### config.mk
export PLATFORM = sky130hd
export DESIGN_NAME = ram_stream_ctrl
export DESIGN_NICKNAME = d
export VERILOG_FILES = /design/src/rtl/ram_ctrl_pkg.sv /design/src/rtl/ram_rd_skid.sv /design/src/rtl/ram_stream_ctrl.sv
export SDC_FILE = /design/constraint.sdc
export NUM_CORES = 1
export LEC_CHECK = 0
export ABC_AREA = 1
export CORE_UTILIZATION = 45
export DETAILED_ROUTE_END_ITERATION = 12
export PLACE_DENSITY = 0.72
export SYNTH_ARGS = -nofsm -noshare
export SYNTH_HDL_FRONTEND = slang
export SYNTH_SLANG_ARGS = --single-unit
export TNS_END_PERCENT = 50
### constraint.sdc
create_clock -name clk -period 4.7 [get_ports clk]
set_clock_uncertainty 0.15 [all_clocks]
set_input_delay 0.94 -clock clk [delete_from_list [all_inputs] [get_ports clk]]
set_output_delay 0.94 -clock clk [all_outputs]
set_load 0.05 [all_outputs]
### src/rtl/ram_ctrl_pkg.sv
// Shared widths, FSM state encoding and burst-mode constants for the RAM
// stream controller and its read-side skid buffer.
package ram_ctrl_pkg;

    localparam int unsigned ADDR_W = 16;
    localparam int unsigned DATA_W = 24;

    localparam logic MODE_WR = 1'b0;
    localparam logic MODE_RD = 1'b1;

    typedef enum logic [2:0] {
        IDLE  = 3'd0,
        WR    = 3'd1,
        RD    = 3'd2,
        DRAIN = 3'd3,
        FIN   = 3'd4
    } state_t;

endpackage

### src/rtl/ram_rd_skid.sv
// Two-entry valid/ready skid FIFO holding RAM read data until the consumer
// takes it; the head word stays stable while the consumer stalls.
module ram_rd_skid #(
    parameter int unsigned DATA_W = ram_ctrl_pkg::DATA_W
) (
    input  logic              clk,
    input  logic              rst,
    input  logic              push,
    input  logic [DATA_W-1:0] push_data,
    input  logic              m_ready,
    output logic              m_valid,
    output logic [DATA_W-1:0] m_data,
    output logic [1:0]        count
);

    logic [DATA_W-1:0] head_q, head_d;
    logic [DATA_W-1:0] tail_q, tail_d;
    logic [1:0]        count_q, count_d;
    logic              pop;

    always_comb begin
        pop     = (count_q != 2'd0) && m_ready;
        head_d  = head_q;
        tail_d  = tail_q;
        count_d = count_q;
        case (count_q)
            2'd0: begin
                if (push) begin
                    head_d  = push_data;
                    count_d = 2'd1;
                end
            end
            2'd1: begin
                if (pop && push) begin
                    head_d = push_data;
                end else if (pop) begin
                    count_d = 2'd0;
                end else if (push) begin
                    tail_d  = push_data;
                    count_d = 2'd2;
                end
            end
            default: begin
                // Full: the tail moves up only when the head is consumed.
                if (pop) begin
                    head_d = tail_q;
                    if (push) begin
                        tail_d = push_data;
                    end else begin
                        count_d = 2'd1;
                    end
                end
            end
        endcase
    end

    always_ff @(posedge clk) begin
        if (rst) begin
            head_q  <= '0;
            tail_q  <= '0;
            count_q <= '0;
        end else begin
            head_q  <= head_d;
            tail_q  <= tail_d;
            count_q <= count_d;
        end
    end

    assign m_valid = (count_q != 2'd0);
    assign m_data  = head_q;
    assign count   = count_q;

endmodule

### src/rtl/ram_stream_ctrl.sv
// Burst engine in front of the single-port RAM: write mode registers stream
// handshakes onto the RAM pins, read mode issues reads into a skid buffer.
module ram_stream_ctrl #(
    parameter int unsigned ADDR_W = ram_ctrl_pkg::ADDR_W,
    parameter int unsigned DATA_W = ram_ctrl_pkg::DATA_W
) (
    input  logic              clk,
    input  logic              rst,
    input  logic              start,
    input  logic              mode,
    input  logic [ADDR_W-1:0] base_addr,
    input  logic [ADDR_W-1:0] len_m1,
    input  logic              s_valid,
    output logic              s_ready,
    input  logic [DATA_W-1:0] s_data,
    output logic              m_valid,
    input  logic              m_ready,
    output logic [DATA_W-1:0] m_data,
    output logic              busy,
    output logic              done,
    output logic [ADDR_W-1:0] ram_addr,
    output logic              ram_we,
    output logic              ram_re,
    output logic [DATA_W-1:0] ram_din,
    input  logic [DATA_W-1:0] ram_dout
);
    import ram_ctrl_pkg::*;

    state_t            state_q, state_d;
    logic [ADDR_W-1:0] base_q, base_d;
    logic [ADDR_W-1:0] len_q, len_d;
    logic [ADDR_W-1:0] cnt_q, cnt_d;
    logic [ADDR_W-1:0] ram_addr_q, ram_addr_d;
    logic [DATA_W-1:0] ram_din_q, ram_din_d;
    logic              ram_we_q, ram_we_d;
    logic              rd_out_q, rd_out_d;
    logic              done_q, done_d;
    logic              busy_q, busy_d;

    logic [1:0]        skid_cnt;
    logic              hs, pop, rd_issue;
    logic [1:0]        occ;

    ram_rd_skid #(.DATA_W(DATA_W)) u_skid (
        .clk       (clk),
        .rst       (rst),
        .push      (rd_out_q),
        .push_data (ram_dout),
        .m_ready   (m_ready),
        .m_valid   (m_valid),
        .m_data    (m_data),
        .count     (skid_cnt)
    );

    assign s_ready = (state_q == WR);
    assign hs      = s_valid && s_ready;
    assign pop     = m_valid && m_ready;

    // The word leaving the skid this cycle frees its slot, so a new read may
    // issue alongside a pop; this keeps one word per cycle with m_ready high.
    assign occ      = skid_cnt + {1'b0, rd_out_q} - {1'b0, pop};
    assign rd_issue = (state_q == RD) && (occ < 2'd2);

    always_comb begin
        state_d    = state_q;
        base_d     = base_q;
        len_d      = len_q;
        cnt_d      = cnt_q;
        ram_addr_d = ram_addr_q;
        ram_din_d  = ram_din_q;
        ram_we_d   = 1'b0;
        rd_out_d   = rd_issue;
        done_d     = (state_q == FIN);
        case (state_q)
            IDLE: begin
                if (start) begin
                    base_d  = base_addr;
                    len_d   = len_m1;
                    cnt_d   = '0;
                    state_d = (mode == MODE_RD) ? RD : WR;
                end
            end
            WR: begin
                if (hs) begin
                    ram_we_d   = 1'b1;
                    ram_addr_d = base_q + cnt_q;
                    ram_din_d  = s_data;
                    cnt_d      = cnt_q + 1'b1;
                    if (cnt_q == len_q) state_d = FIN;
                end
            end
            RD: begin
                if (rd_issue) begin
                    cnt_d = cnt_q + 1'b1;
                    if (cnt_q == len_q) state_d = DRAIN;
                end
            end
            DRAIN: begin
                if ((skid_cnt == 2'd0) && !rd_out_q) state_d = FIN;
            end
            FIN: begin
                state_d = IDLE;
            end
            default: begin
                state_d = IDLE;
            end
        endcase
        // Busy stays up through the done cycle and drops the cycle after.
        busy_d = (state_d != IDLE) || (state_q == FIN);
    end

    always_ff @(posedge clk) begin
        if (rst) begin
            state_q    <= IDLE;
            base_q     <= '0;
            len_q      <= '0;
            cnt_q      <= '0;
            ram_addr_q <= '0;
            ram_din_q  <= '0;
            ram_we_q   <= 1'b0;
            rd_out_q   <= 1'b0;
            done_q     <= 1'b0;
            busy_q     <= 1'b0;
        end else begin
            state_q    <= state_d;
            base_q     <= base_d;
            len_q      <= len_d;
            cnt_q      <= cnt_d;
            ram_addr_q <= ram_addr_d;
            ram_din_q  <= ram_din_d;
            ram_we_q   <= ram_we_d;
            rd_out_q   <= rd_out_d;
            done_q     <= done_d;
            busy_q     <= busy_d;
        end
    end

    assign ram_we   = ram_we_q;
    assign ram_re   = rd_issue;
    assign ram_addr = rd_issue ? (base_q + cnt_q) : ram_addr_q;
    assign ram_din  = ram_din_q;
    assign done     = done_q;
    assign busy     = busy_q;

endmodule

==> reports/qor.yml, run 1 <==
r2r_end: "u_skid.tail_q[7]"
worstPathArrival_ps: 2990
holdCritPathClass: "reg2reg"
vias: 7061
synth_top_cell_by_area: "dfxtp_1"
synth-edff-count: 0
dp_hpwl_um: 13300
wirelength_um: 19300
synth-seq-cells: 145
crit_path_start: "cnt_q[0]"
cts_setup_buffers: 0
num_antenna_cells: 0
drv_slew: 0
hold_violations: 0
start_util_pct: 46.3
cpPeakStageDelay_ps: 530
io_pins: 156
whs_ps: 317
p_leak_nw: 4.02
drive_gt1_share_pct: 7.74
cts_tree: "yes"
die_h_um: 128
syn-cell-area_sq_mm: 0.00710
cts_hold_buf: 0
ys_warn_count: 0
cp_num_cells: 10
numCtsBuffers: 17
cts_num_sinks: 145
timing.final.crit_share_pct: 86.7
cp_slowest_cell: "o21ai_0"
vias_per_cell: 5.09
cts.repair.resized: 0
cp_max_fo: 7
grt_usage_pct: 24.0
clock.fmax_mhz: 245
gp_congestion: 0.912
final_common_cell: "nand2_1"
slew_headroom_pct: 42.2
ir_worst_vdd_mv: 0.266
antenna_found_initial: 0
die_w_um: 128
final_util_pct: 61.7
synth_fp_nets: 1132
cp.buffers_inverters: 2
yosys-top-cells-area: "dfxtp_1 (41%), nand2_1 (13%), o21ai_0 (8.4%)"
remaining_drc_errors: 0
dr.pass1.iters: 5
drt-initial-drc-count: 536
clk_latency_ps: 420
synth_seq_area_share_pct: 40.9
worstPathRequired_ps: 3610
post_drt_wl_per_cell_um: 13.9
r2r-start: "u_skid.count[1]"
grt_max_degree: 55
cts.htree.levels: 4
cpMostUsedCell: "nand2_1"
syn_inst: 1029
final_nets: 1266
final_cell_mix: "nand2_1 (255), dfxtp_1 (145), nor2_1 (139)"
syn2layout_area_growth_pct: 33.2
rsz0062_at_grt: "false"
avgSynthCellArea_sq_um: 6.90
clk_pin_slew_ps: 60
synth.distinct_cells: 39
crit_family: "compound AO/OA/AOI/OAI gates"
status: "finished clean"
power.density_mw_per_mm2: 358
end_kind: "output pin"
rows: 45
fin_setup_tns_ps: 0
yosysTopAreaCellShare_pct: 40.9
grt_remaining_overflow: 0
grt_pass1_vias: 6518
coreArea_sq_mm: 0.0153
worst-setup-path-type: "reg2out"
max_cap_violations: 0
clock_path_buffers: 2
r2r_cells: 8
antenna_left: 0
setup_viol: 0
grt_pass1_wl_um: 31100
synth_ff_type: "dfxtp_1"
io_buffers: 155
crit_chain: "ha_1, inv_1, fa_1, o21ai_0, nand2_1, nand2_1, xor2_1, nand2_1, o21ai_0, buf_12"
regToRegSetupSlack_ps: 1570
crit_end: "ram_addr[6]"
cts_root_buf: "clkbuf_16"
dieArea_sq_mm: 0.0163
period_needed_ps: 4080
tightest_slew_ps: 866
async_flop_share_pct: 0
startpoint_type: "register"
-- cell type report --
type                            count  area (sq um)
Clock inverter                     10           103
Inverter                           96           368
Tap cell                          211           264
Multi-Input combinational cell    739          3590
Timing Repair Buffer              164          1750
Clock buffer                       22           474
Sequential cell                   145          2900
Fill cell                        1419          5860
-- how the worst min path moves through the flow --
stage	start	to	slack (ps)	cells after the start
after CTS	len_q[15]	len_q[15]	320	2
after global routing	len_q[15]	len_q[15]	330	2
final	len_q[15]	len_q[15]	320	2
after detailed placement	len_q[15]	len_q[15]	310	2
after global placement	base_q[3]	base_q[3]	310	2
after floorplan	len_q[0]	len_q[0]	290	2
-- cells by family after synthesis --
| logic type | after synthesis | share of synthesized area (%) |
|---|---|---|
| flops | 145 | 40.9 |
| buf+inv | 145 | 8.55 |
| simple gates | 481 | 28.7 |
| compound gates | 232 | 17.6 |
| fa+ha+maj | 17 | 3.10 |
| xor+xnor | 9 | 1.11 |
-- power breakdown --
part | total, mW | switching, mW | internal, mW
sequential | 1.35 | 0.0417 | 1.30
combinational | 0.722 | 0.452 | 0.270
clock | 1.31 | 0.537 | 0.776
total | 3.38 | 1.03 | 2.35
-- flip-flops by register name (all words and copies together), names as in the netlist --
| name | count |
|---|---|
| len_q | 16 |
| base_q | 16 |
| u_skid.m_data | 24 |
| u_skid.count | 2 |
| cnt_q | 16 |
| ram_addr_q | 16 |
| ram_din | 24 |
| u_skid.tail_q | 24 |
| ram_we | 1 |
| done | 1 |
| rd_out_q | 1 |
| state_q | 3 |
| busy | 1 |
-- routing by layer --
layer | vias up | wire length [um] | track usage, %
met5 | - | 0 | 0
met4 | 0 | 380 | 8.58
met3 | 28 | 1400 | 7.20
met2 | 214 | 9020 | 39.3
met1 | 3191 | 8480 | 29.8
li1 | 3628 | - | -
-- synthesized netlist by cell type (2+ instances only) --
master    number
nand2_1      255
dfxtp_1      145
nor2_1       139
o21ai_0      119
inv_1         91
a21oi_1       69
nand3_1       39
a31oi_1       27
clkbuf_1      26
buf_2         16
ha_1          16
nor3_1        15
nand4_1       11
a21oi_2        9
nand4_2        6
xor2_1         6
nand3_2        4
nor2_4         4
buf_1          3
inv_2          3
xnor2_1        3
buf_6          2
nand2_2        2
nand3b_1       2
o211ai_1       2
o21a_1         2
-- metrics by stage --
step | worst slack (ps) | cell area (sq um) | power (mW) | std cells
3_3_place_gp | 723 | 8880 | 2.09 | 1355
4_1_cts | 576 | 9450 | 3.41 | 1387
6_report | 623 | 9450 | 3.38 | 1387
2_1_floorplan | 861 | 7100 | 1.83 | 1029
3_5_place_dp | 696 | 8880 | 2.09 | 1355
5_1_grt | 423 | 9450 | 3.52 | 1387
-- worst register-to-register path: stages (launching register included) --
cell	delay, ps
dfxtp_1	290
buf_4	230
inv_2	440
nor2_1	170
nor2_1	120
o21a_1	660
inv_1	620
nor2_1	260
nor2_1	70
(Power assumes the default switching activity.)
==> run 2, diff against run 1 <==
--- a/config.mk
+++ b/config.mk
@@ -12,4 +12,4 @@
 export SYNTH_ARGS = -nofsm -noshare
 export SYNTH_HDL_FRONTEND = slang
 export SYNTH_SLANG_ARGS = --single-unit
-export TNS_END_PERCENT = 50
+export TNS_END_PERCENT = 1
==> results of run 2 <==
No change in the layout: final DEF, timing and power equal those of run 1.
==> run 3, diff against run 2 <==
--- a/config.mk
+++ b/config.mk
@@ -6,9 +6,8 @@
 export NUM_CORES = 1
 export LEC_CHECK = 0
 export ABC_AREA = 1
-export CORE_UTILIZATION = 45
+export CORE_UTILIZATION = 35
 export DETAILED_ROUTE_END_ITERATION = 12
-export PLACE_DENSITY = 0.72
 export SYNTH_ARGS = -nofsm -noshare
 export SYNTH_HDL_FRONTEND = slang
 export SYNTH_SLANG_ARGS = --single-unit
==> reports/qor.yml, run 3 (same netlist as run 1, synthesis figures left out) <==
status: "finished clean"
drive_gt1_share_pct: 7.83
worstPathArrival_ps: 3070
tightest_slew_ps: 831
clock_power_share_pct: 41.7
cts_root_buf: "clkbuf_16"
period_needed_ps: 4160
cts.repair.resized: 0
grt_pass1_wl_um: 32600
clock_path_buffers: 2
cts_tree: "yes"
r2r_cells: 8
drv_slew: 0
cts.htree.levels: 4
r2r_end: "u_skid.tail_q[18]"
dr.pass1.iters: 5
power.density_mw_per_mm2: 371
startpoint_type: "register"
final_common_cell: "nand2_1"
grt_usage_pct: 20.3
holdCritPathClass: "reg2reg"
syn2layout_area_growth_pct: 35.1
vias_per_cell: 4.85
final_util_pct: 48.8
gp_congestion: 0.908
fill_cells: 2041
antenna_found_initial: 0
dp.cells: 1408
worstPathRequired_ps: 3610
fin_setup_tns_ps: 0
cts_setup_buffers: 0
switchingPower_mw: 1.12
worst-setup-path-type: "reg2out"
post_drt_wl_per_cell_um: 14.2
remaining_drc_errors: 0
wirelength_um: 20500
clock.fmax_mhz: 240
switching_share_pct: 31.4
antenna_left: 0
max_cap_violations: 0
regToRegSetupSlack_ps: 1590
grt_remaining_overflow: 0
setup_viol: 0
clk_latency_ps: 430
num_antenna_cells: 0
end_kind: "output pin"
whs_endpoint: "len_q[1]"
coreArea_sq_mm: 0.0197
rsz0062_at_grt: "false"
die_w_um: 144
ff_latch_area_sq_mm: 0.00290
grt_pass1_vias: 6491
hold_violations: 0
start_util_pct: 36.1
final_nets: 1265
finalNonFillerCells: 1440
die_h_um: 144
vias: 6984
io_buffers: 155
p_int_mw: 2.44
clk_pin_slew_ps: 70
r2r-start: "u_skid.count[1]"
slew_headroom_pct: 44.5
p_leak_nw: 4.06
grt_max_degree: 63
hp-start: "len_q[1]"
dieArea_sq_mm: 0.0208
cp_max_fo: 7
final_cell_mix: "nand2_1 (255), dfxtp_1 (145), nor2_1 (139)"
timing.final.crit_share_pct: 88.5
numCtsBuffers: 17
seqPwrFrac_pct: 37.9
rows: 51
combPwrFrac_pct: 20.5
drt-initial-drc-count: 468
dp_hpwl_um: 14200
hold_depth: 2
cts_hold_buf: 0
cts_num_sinks: 145
multi_input_area_sq_mm: 0.00359
io_pins: 156
ir_worst_vdd_mv: 0.264
[run 3: area by class of cell]
class                           instances  share of cell area [%]
Timing Repair Buffer                  163                    18.3
Clock inverter                         15                    2.23
Inverter                               96                    3.84
Sequential cell                       145                    30.3
Clock buffer                           17                    4.44
Multi-Input combinational cell        739                    37.5
Tap cell                              265                    3.46
[run 3: metal layers]
layer | track usage [%] | part of all wire (%) | vias up
li1 | - | - | 3624
met1 | 26.0 | 46 | 3191
met2 | 32.6 | 46 | 155
met3 | 6.99 | 6.3 | 14
met4 | 5.15 | 0.91 | 0
met5 | 0 | 0 | -
[run 3: power by group through the flow]
stage	Combinational, mW	Clock, mW	Sequential, mW
floorplan	0.355	0	1.47
global placement	0.729	0	1.37
detailed placement	0.730	0	1.37
CTS	0.733	1.51	1.35
global route	0.787	1.58	1.35
finish	0.728	1.48	1.35
[run 3: worst max path at each step]
| stage | slack, ps | from | cells past startpoint | end |
|---|---|---|---|---|
| after floorplan | 860 | m_ready | 8 | ram_addr[10] |
| after global placement | 700 | m_ready | 11 | ram_addr[1] |
| after detailed placement | 660 | m_ready | 11 | ram_addr[1] |
| after CTS | 530 | cnt_q[0] | 11 | ram_addr[12] |
| after global routing | 360 | cnt_q[0] | 10 | ram_addr[6] |
| final | 540 | cnt_q[0] | 11 | ram_addr[12] |
[run 3: worst max-delay path: stages, from the launching register on]
cell	delay [ps]
dfxtp_1	480
ha_1	230
inv_1	60
fa_1	410
o21ai_0	540
nand4_1	230
nand3_1	150
nand2_1	70
nand2_1	80
nand2_1	50
o21ai_0	160
buf_12	190
[run 3: metrics by stage]
step	hold slack, ps	setup slack, ps	total power, mW	area (sq um)
final	322	542	3.55	9590
after global routing	335	364	3.72	9590
after CTS	324	526	3.59	9590
after detailed placement	313	661	2.10	8950
after global placement	308	699	2.10	8950
after floorplan	294	861	1.83	7100
